==> src/rtl/mult_bist_misr.sv <==
// Response-side BIST block: compacts a programmed number of products into a 16-bit MISR
// signature and compares it with a golden value. Optional stall timeout via MISR_TIMEOUT_EN.
module mult_bist_misr #(
    parameter int WIDTH = 16,
    parameter int CNT_W = 16
) (
    input  logic             clk,
    input  logic             reset,
    input  logic             start,
    input  logic [CNT_W-1:0] num_vec,
    input  logic [WIDTH-1:0] golden,
    input  logic             p_valid,
    input  logic [WIDTH-1:0] p,
    output logic             busy,
    output logic             done,
    output logic             pass,
    output logic             timeout,
    output logic [WIDTH-1:0] signature
);

    typedef enum logic [1:0] {
        ST_IDLE,
        ST_RUN,
        ST_DONE
    } state_t;

    // Feedback taps of x^16+x^12+x^3+1: the bit shifted out of s[15] re-enters at bits 0, 3 and 12.
    localparam logic [WIDTH-1:0] POLY = WIDTH'(16'h1009);
    localparam logic [WIDTH-1:0] SEED = '1;

    state_t           state_q, state_d;
    logic [WIDTH-1:0] sig_q, sig_d;
    logic [CNT_W-1:0] cnt_q, cnt_d;
    logic [WIDTH-1:0] golden_q, golden_d;
    logic             pass_q, pass_d;
    logic [WIDTH-1:0] misr_next;

`ifdef MISR_TIMEOUT_EN
    logic [7:0]       stall_q, stall_d;
    logic             timeout_q, timeout_d;
`endif

    assign misr_next = {sig_q[WIDTH-2:0], 1'b0} ^ (sig_q[WIDTH-1] ? POLY : '0) ^ p;

    // NOTE: every signal written here gets a default first, so no path can infer a latch.
    always_comb begin
        state_d  = state_q;
        sig_d    = sig_q;
        cnt_d    = cnt_q;
        golden_d = golden_q;
        pass_d   = pass_q;
`ifdef MISR_TIMEOUT_EN
        stall_d   = stall_q;
        timeout_d = timeout_q;
`endif
        case (state_q)
            ST_IDLE, ST_DONE: begin
                if (start) begin
                    sig_d    = SEED;
                    cnt_d    = num_vec;
                    golden_d = golden;
                    pass_d   = 1'b0;
`ifdef MISR_TIMEOUT_EN
                    stall_d   = '0;
                    timeout_d = 1'b0;
`endif
                    if (num_vec == '0) begin
                        // Empty run: the seed itself is the final signature.
                        state_d = ST_DONE;
                        pass_d  = (SEED == golden);
                    end else begin
                        state_d = ST_RUN;
                    end
                end
            end
            ST_RUN: begin
                if (p_valid) begin
                    sig_d = misr_next;
                    cnt_d = cnt_q - CNT_W'(1);
`ifdef MISR_TIMEOUT_EN
                    stall_d = '0;
`endif
                    if (cnt_q == CNT_W'(1)) begin
                        state_d = ST_DONE;
                        pass_d  = (misr_next == golden_q);
                    end
                end
`ifdef MISR_TIMEOUT_EN
                // The 255th consecutive idle cycle sees a count of 254 and aborts the run.
                else if (stall_q == 8'd254) begin
                    state_d   = ST_DONE;
                    timeout_d = 1'b1;
                    pass_d    = 1'b0;
                end else begin
                    stall_d = stall_q + 8'd1;
                end
`endif
            end
            default: state_d = ST_IDLE;
        endcase
    end

    // NOTE: state registers use non-blocking assignments so every flop samples pre-edge values.
    always_ff @(posedge clk) begin
        if (reset) begin
            state_q  <= ST_IDLE;
            sig_q    <= SEED;
            cnt_q    <= '0;
            golden_q <= '0;
            pass_q   <= 1'b0;
        end else begin
            state_q  <= state_d;
            sig_q    <= sig_d;
            cnt_q    <= cnt_d;
            golden_q <= golden_d;
            pass_q   <= pass_d;
        end
    end

`ifdef MISR_TIMEOUT_EN
    always_ff @(posedge clk) begin
        if (reset) begin
            stall_q   <= '0;
            timeout_q <= 1'b0;
        end else begin
            stall_q   <= stall_d;
            timeout_q <= timeout_d;
        end
    end

    assign timeout = timeout_q;
`else
    assign timeout = 1'b0;
`endif

    assign busy      = (state_q == ST_RUN);
    assign done      = (state_q == ST_DONE);
    assign pass      = pass_q;
    assign signature = sig_q;

endmodule

==> config.mk <==
export PLATFORM = sky130hd
export DESIGN_NAME = mult_bist_misr
export DESIGN_NICKNAME = d
export VERILOG_FILES = /design/src/rtl/mult_bist_misr.sv
export SDC_FILE = /design/constraint.sdc
export NUM_CORES = 1
export LEC_CHECK = 0
export ABC_AREA = 1
export BUFFER_PORTS_ARGS = -buffer_cell sky130_fd_sc_hd__buf_2
export CAP_MARGIN = 30
export CORE_ASPECT_RATIO = 1.4
export CORE_MARGIN = 5
export CORE_UTILIZATION = 59
export DETAILED_ROUTE_END_ITERATION = 6
export GPL_ROUTABILITY_DRIVEN = 0
export HOLD_SLACK_MARGIN = 0.03
export PLACE_DENSITY_LB_ADDON = 0.3
export SLEW_MARGIN = 40
export SYNTH_ARGS = -nofsm -noshare
export SYNTH_HDL_FRONTEND = slang
export SYNTH_SLANG_ARGS = --single-unit
==> constraint.sdc <==
create_clock -name clk -period 2.2 [get_ports clk]
set_clock_uncertainty 0.05 [all_clocks]
set_input_delay 0.44 -clock clk [delete_from_list [all_inputs] [get_ports clk]]
set_output_delay 0.44 -clock clk [all_outputs]
set_load 0.005 [all_outputs]
# Word level (Yosys, flattened, before mapping)
# Index checks and enable logic that the tools add are counted.
totals:
  register_bits: 51
  inputBits: 52
  output_inout_bits: 20
  elab_cells: 41
op_classes:
  addsub: 1
  eq_ne: 8
  mux: 17
  bitwise_logic: 2
  n_reduce_logical: 8
ops:
  columns: ["op", "n"]
  rows:
  - ["$mux W16", 4]
  - ["$pmux W16 S2", 2]
  - ["$eq A16 B1 Y1 const B", 1]
  - ["$eq A16 B16 Y1", 1]
  - ["$eq A16 B16 Y1 const A", 1]
  - ["$logic_not A16 Y1", 1]
  - ["$sub A16 B1 Y16 const B", 1]
  - ["$xor A16 B13 Y16", 1]
  - ["$xor A16 B16 Y16", 1]
  - ["$mux W13", 1]
  - ["$mux W2", 4]
  - ["$reduce_and A3 Y1", 2]
  - ["$mux W1", 4]
  - ["$ne A2 B2 Y1 const B", 2]
  - ["$pmux W2 S2", 1]
  - ["$reduce_and A4 Y1", 1]
  - ["$eq A2 B1 Y1 const B", 1]
  - ["$eq A2 B2 Y1 const B", 1]
  - ["$logic_not A2 Y1", 1]
  - ["$ne A2 B1 Y1 const B", 1]
  - ["$pmux W1 S2", 1]
  - ["$reduce_and A2 Y1", 1]
  - ["$reduce_bool A2 Y1", 1]
  - ["$reduce_or A2 Y1", 1]

# Longest topological paths before layout
logic_depth:
  word_depth: 7
  mapped_depth: 10
  mapped_depth_nobuf: 10

# Worst setup path after synthesis
# Ideal clock, no wire load.
synth_timing:
  path_type: "reg-to-reg"
  startpoint: "register cnt_q[0]"
  endpoint: "register cnt_q[10]"
  setup_time_ps: 122
  arrival_ps: 1200
  required_time_ps: 2028
  path_slack_ps: 829
  path_stages_with_launch: 10
  path_buffers: 0
  period_less_slack_ps: 1371
  path_cell_list: "dfxtp_1 -> inv_1 -> ha_1 -> nand2_1 -> nor2_2 -> inv_2 -> o21ai_0 -> nand3_1 -> o21ai_0 -> a21oi_1"
synth_between:
  elab_chain_len: 3
synth_lines:
  columns: ["element", "line_no", "text"]
  rows:
  - ["start, declared", "33", "logic [CNT_W-1:0] cnt_q, cnt_d;"]
  - ["start signal, assigned", "114", "cnt_q <= cnt_d;"]
  - ["$sub A16 B1 Y16", "79", "cnt_d = cnt_q - CNT_W'(1);"]
  - ["$mux W16", "77", "if (p_valid) begin"]
  - ["$pmux W16 S2", "56", "case (state_q)"]
# No other way between the ends. The select of a mux whose other input is x is not followed.
# A chain may end at the register's enable or synchronous reset.

# Final worst setup path
layout_timing:
  startpoint: "register state_q[0]"
  endpoint: "register cnt_q[9]"
layout_between:
  elab_chain_len: 4
  word_cells_on_any_way: 9
  cone_classes: "eq/ne (4); mux (1); reduce/logical (4)"
layout_lines:
  columns: ["element", "line_no", "text"]
  rows:
  - ["start, declared", "31", "state_t state_q, state_d;"]
  - ["start signal, assigned", "112", "state_q <= state_d;"]
  - ["$eq A2 B2 Y1 / $logic_not A2 Y1 (equally long branches)", "56", null]
  - ["$reduce_or A2 Y1", "56", null]
  - ["$ne A2 B2 Y1 (no source line) / $reduce_bool A2 Y1 (equally long branches)", null, null]
  - ["$reduce_and A3 Y1 (no source line)", null, null]
# Parallel ways exist; a longest one is shown, timed or not.

==> results.sh <==
export IMPL_status="finished, final reports clean"
export IMPL_numPortBuffers=70
export IMPL_yosysTopAreaCell="dfxtp_1"
export IMPL_ys_flop_type="dfxtp_1"
export IMPL_dieArea_sq_um=6940
export IMPL_layout_common_cells="135 x nand2_1, 70 x buf_2, 64 x inv_1"
export IMPL_slew_headroom=0.660
export IMPL_grt_pass1_wl_um=14000
export IMPL_fp_dieH_um=96.6
export IMPL_period_share=0.839
export IMPL_cts_buffers=5
export IMPL_wl_per_cell_um=12.8
export IMPL_maxSlewViolCount=0
export IMPL_yosys_warnings=0
export IMPL_wl_um=8260
export IMPL_hold_buffers=0
export IMPL_antenna_found_initial=0
export IMPL_power_w=0.00254
export IMPL_cp_endpoint="cnt_q[9]$_SDFFE_PP0P_"
export IMPL_tns_ns=0
export IMPL_cts_max_level=2
export IMPL_vias_per_cell=5.39
export IMPL_hp_class="primary input to flop"
export IMPL_ctsResizeCount=0
export IMPL_rows=31
export IMPL_finalSetupViolCount=0
export IMPL_synth_top_cell_area_share=0.323
export IMPL_drcViolationCount=0
export IMPL_yosys_top_cells_area="dfxtp_1 32%, nand2_1 16%, o21ai_0 7.8%, inv_1 7.6%, nand3_1 7.1%"
export IMPL_synth_edff_count=0
export IMPL_critical_path_required_ns=2.33
export IMPL_fin_util=0.704
export IMPL_overflow=0
export IMPL_ir_drop_v=0.000429
export IMPL_dp_hpwl_um=6380
export IMPL_cts_tree="built"
export IMPL_syn_avg_cell_area_sq_um=6.13
export IMPL_setup_worst_path_start="state_q[0]$_SDFFE_PP0P_"
export IMPL_cts_buffer_depth=2
export IMPL_max_freq_mhz=542
export IMPL_yosys_register_bits=51
export IMPL_r2r_start="state_q[0]$_SDFFE_PP0P_"
export IMPL_cts_sinks=51
export IMPL_cts_setup_buffers=0
export IMPL_worstRegToRegCells=8
export IMPL_worstPathArrival_ns=1.98
export IMPL_path_max_fanout=36
export IMPL_leakage_nw=1.87
export IMPL_vias=3477
export IMPL_drt_iter0_drc=212
export IMPL_syn_nets=570
export IMPL_drt_pass1_iter_count=5
export IMPL_core_sq_um=5200
export IMPL_synth_area_sq_um=3160
export IMPL_area_growth_syn_to_layout_pct=15.7
export IMPL_clkTransAtPathRegs_ns=0.09
export IMPL_die_w_um=71.9
export IMPL_track_usage=0.245
export IMPL_cts_root_buf="clkbuf_8"
export IMPL_r2r_end="cnt_q[9]$_SDFFE_PP0P_"
export IMPL_fill_cells=472
export IMPL_start_util=0.608
export IMPL_worstMarginPinSlew_ns=0.510
export IMPL_nNetsFinal=632
export IMPL_clock_latency_ns=0.31
export IMPL_hold_viol_final=0
export IMPL_async_flop_share=0
export IMPL_layout_commonest_cell="nand2_1"
export IMPL_synth_cell_type_count=35
export IMPL_io_pins=72
export IMPL_start_kind="flop"
export IMPL_drv_cap=0
export IMPL_grt_pass1_vias=3317
export IMPL_ant_nets=0
export IMPL_synth_seq_area_share=0.323
export IMPL_drive_above_1_share=0.173
export IMPL_crit_path_end_kind="flop"
export IMPL_synthCells=516
export IMPL_power_density_nw_per_um2=694
export IMPL_crit_type="flop to flop"
export IMPL_rsz0062_at_grt="false"
export IMPL_diodes=0
export IMPL_min_period_ns=1.85
export IMPL_reg2reg_slack_ns=0.35
export IMPL_grt_max_degree=37
## registers in the layout, summed over array words and instances (netlist names)
| signal | count |
|---|---|
| golden_q | 16 |
| signature | 16 |
| pass | 1 |
| cnt_q | 16 |
| state_q | 2 |
## worst max-delay path: stages (launching register included)
cell     delay, ns
dfxtp_1       0.39
inv_2         0.09
nor2_8        0.28
nand2_2       0.11
nand2_4       0.24
buf_12        0.22
o21ai_0       0.10
o21ai_1       0.14
a21oi_1       0.08
## how the worst min path moves through the flow
stage | startpoint | endpoint | slack (ns) | cells after the start
after floorplan | golden_q[6]$_SDFFE_PP0P_ | golden_q[6]$_SDFFE_PP0P_ | 0.39 | 2
after global placement | golden_q[8]$_SDFFE_PP0P_ | golden_q[8]$_SDFFE_PP0P_ | 0.40 | 2
after detailed placement | golden_q[1]$_SDFFE_PP0P_ | golden_q[1]$_SDFFE_PP0P_ | 0.41 | 2
after CTS | num_vec[5] | cnt_q[5]$_SDFFE_PP0P_ | 0.34 | 3
after global routing | num_vec[7] | cnt_q[7]$_SDFFE_PP0P_ | 0.34 | 3
final | num_vec[0] | cnt_q[0]$_SDFFE_PP0P_ | 0.34 | 3
## layout make-up
class	count	area (sq um)	area share
multi-input combinational	377	1780	0.487
clock buffer	6	82.6	0.0226
sequential	51	1020	0.279
clock inverter	2	35.0	0.00958
inverter	68	255	0.0698
tap	66	82.6	0.0226
timing repair buffer	75	400	0.109
## cell usage after synthesis (3+ instances only)
master / number
o211ai_1: 3
buf_2: 8
nand3b_1: 6
nand3_1: 45
o21ai_0: 49
xnor2_1: 4
buf_4: 3
dfxtp_1: 51
o21ai_1: 8
nand2_2: 3
nand4_1: 6
inv_2: 4
inv_1: 64
clkbuf_1: 7
a21oi_1: 36
nor2_2: 5
nand2_1: 135
nor2_1: 55
a31oi_1: 4
## report_power, final
group / switching, W / total (W) / internal (W) / leakage [nW]
Combinational: 0.000457 / 0.000739 / 0.000282 / 1.38
Sequential: 0.0000793 / 0.00110 / 0.00102 / 0.423
Clock: 0.000333 / 0.000702 / 0.000369 / 0.0612
## kinds of logic (layout without fill, tap and decap cells)
family                   after synthesis  in the layout  synth area share
AND/OR/NAND/NOR                      262            262             0.358
AO/OA/AOI/OAI                        106            106             0.180
flip-flops                            51             51             0.323
buffers and inverters                 88            151             0.114
XOR/XNOR                               6              6            0.0166
adder cells (fa/ha/maj)                2              2           0.00792
other                                  1              1           0.00119
## per-stage QoR
step | std cells | hold slack (ns) | setup slack, ns | area, sq um
4_1_cts | 645 | 0.341 | 0.363 | 3660
3_5_place_dp | 637 | 0.410 | 0.376 | 3540
3_3_place_gp | 637 | 0.405 | 0.484 | 3540
6_report | 645 | 0.344 | 0.355 | 3660
2_1_floorplan | 516 | 0.394 | 0.829 | 3160
5_1_grt | 645 | 0.344 | 0.200 | 3660
## per-layer routing
| metal | share of wire | vias up | routed length, um | GRT usage |
|---|---|---|---|---|
| li1 | - | 1778 | - | - |
| met1 | 0.37 | 1559 | 3080 | 0.267 |
| met2 | 0.53 | 110 | 4390 | 0.452 |
| met3 | 0.057 | 30 | 471 | 0.0363 |
| met4 | 0.038 | 0 | 311 | 0.111 |
| met5 | 0 | - | 0 | 0 |
Note: power is estimated with default switching activity, not from simulation.
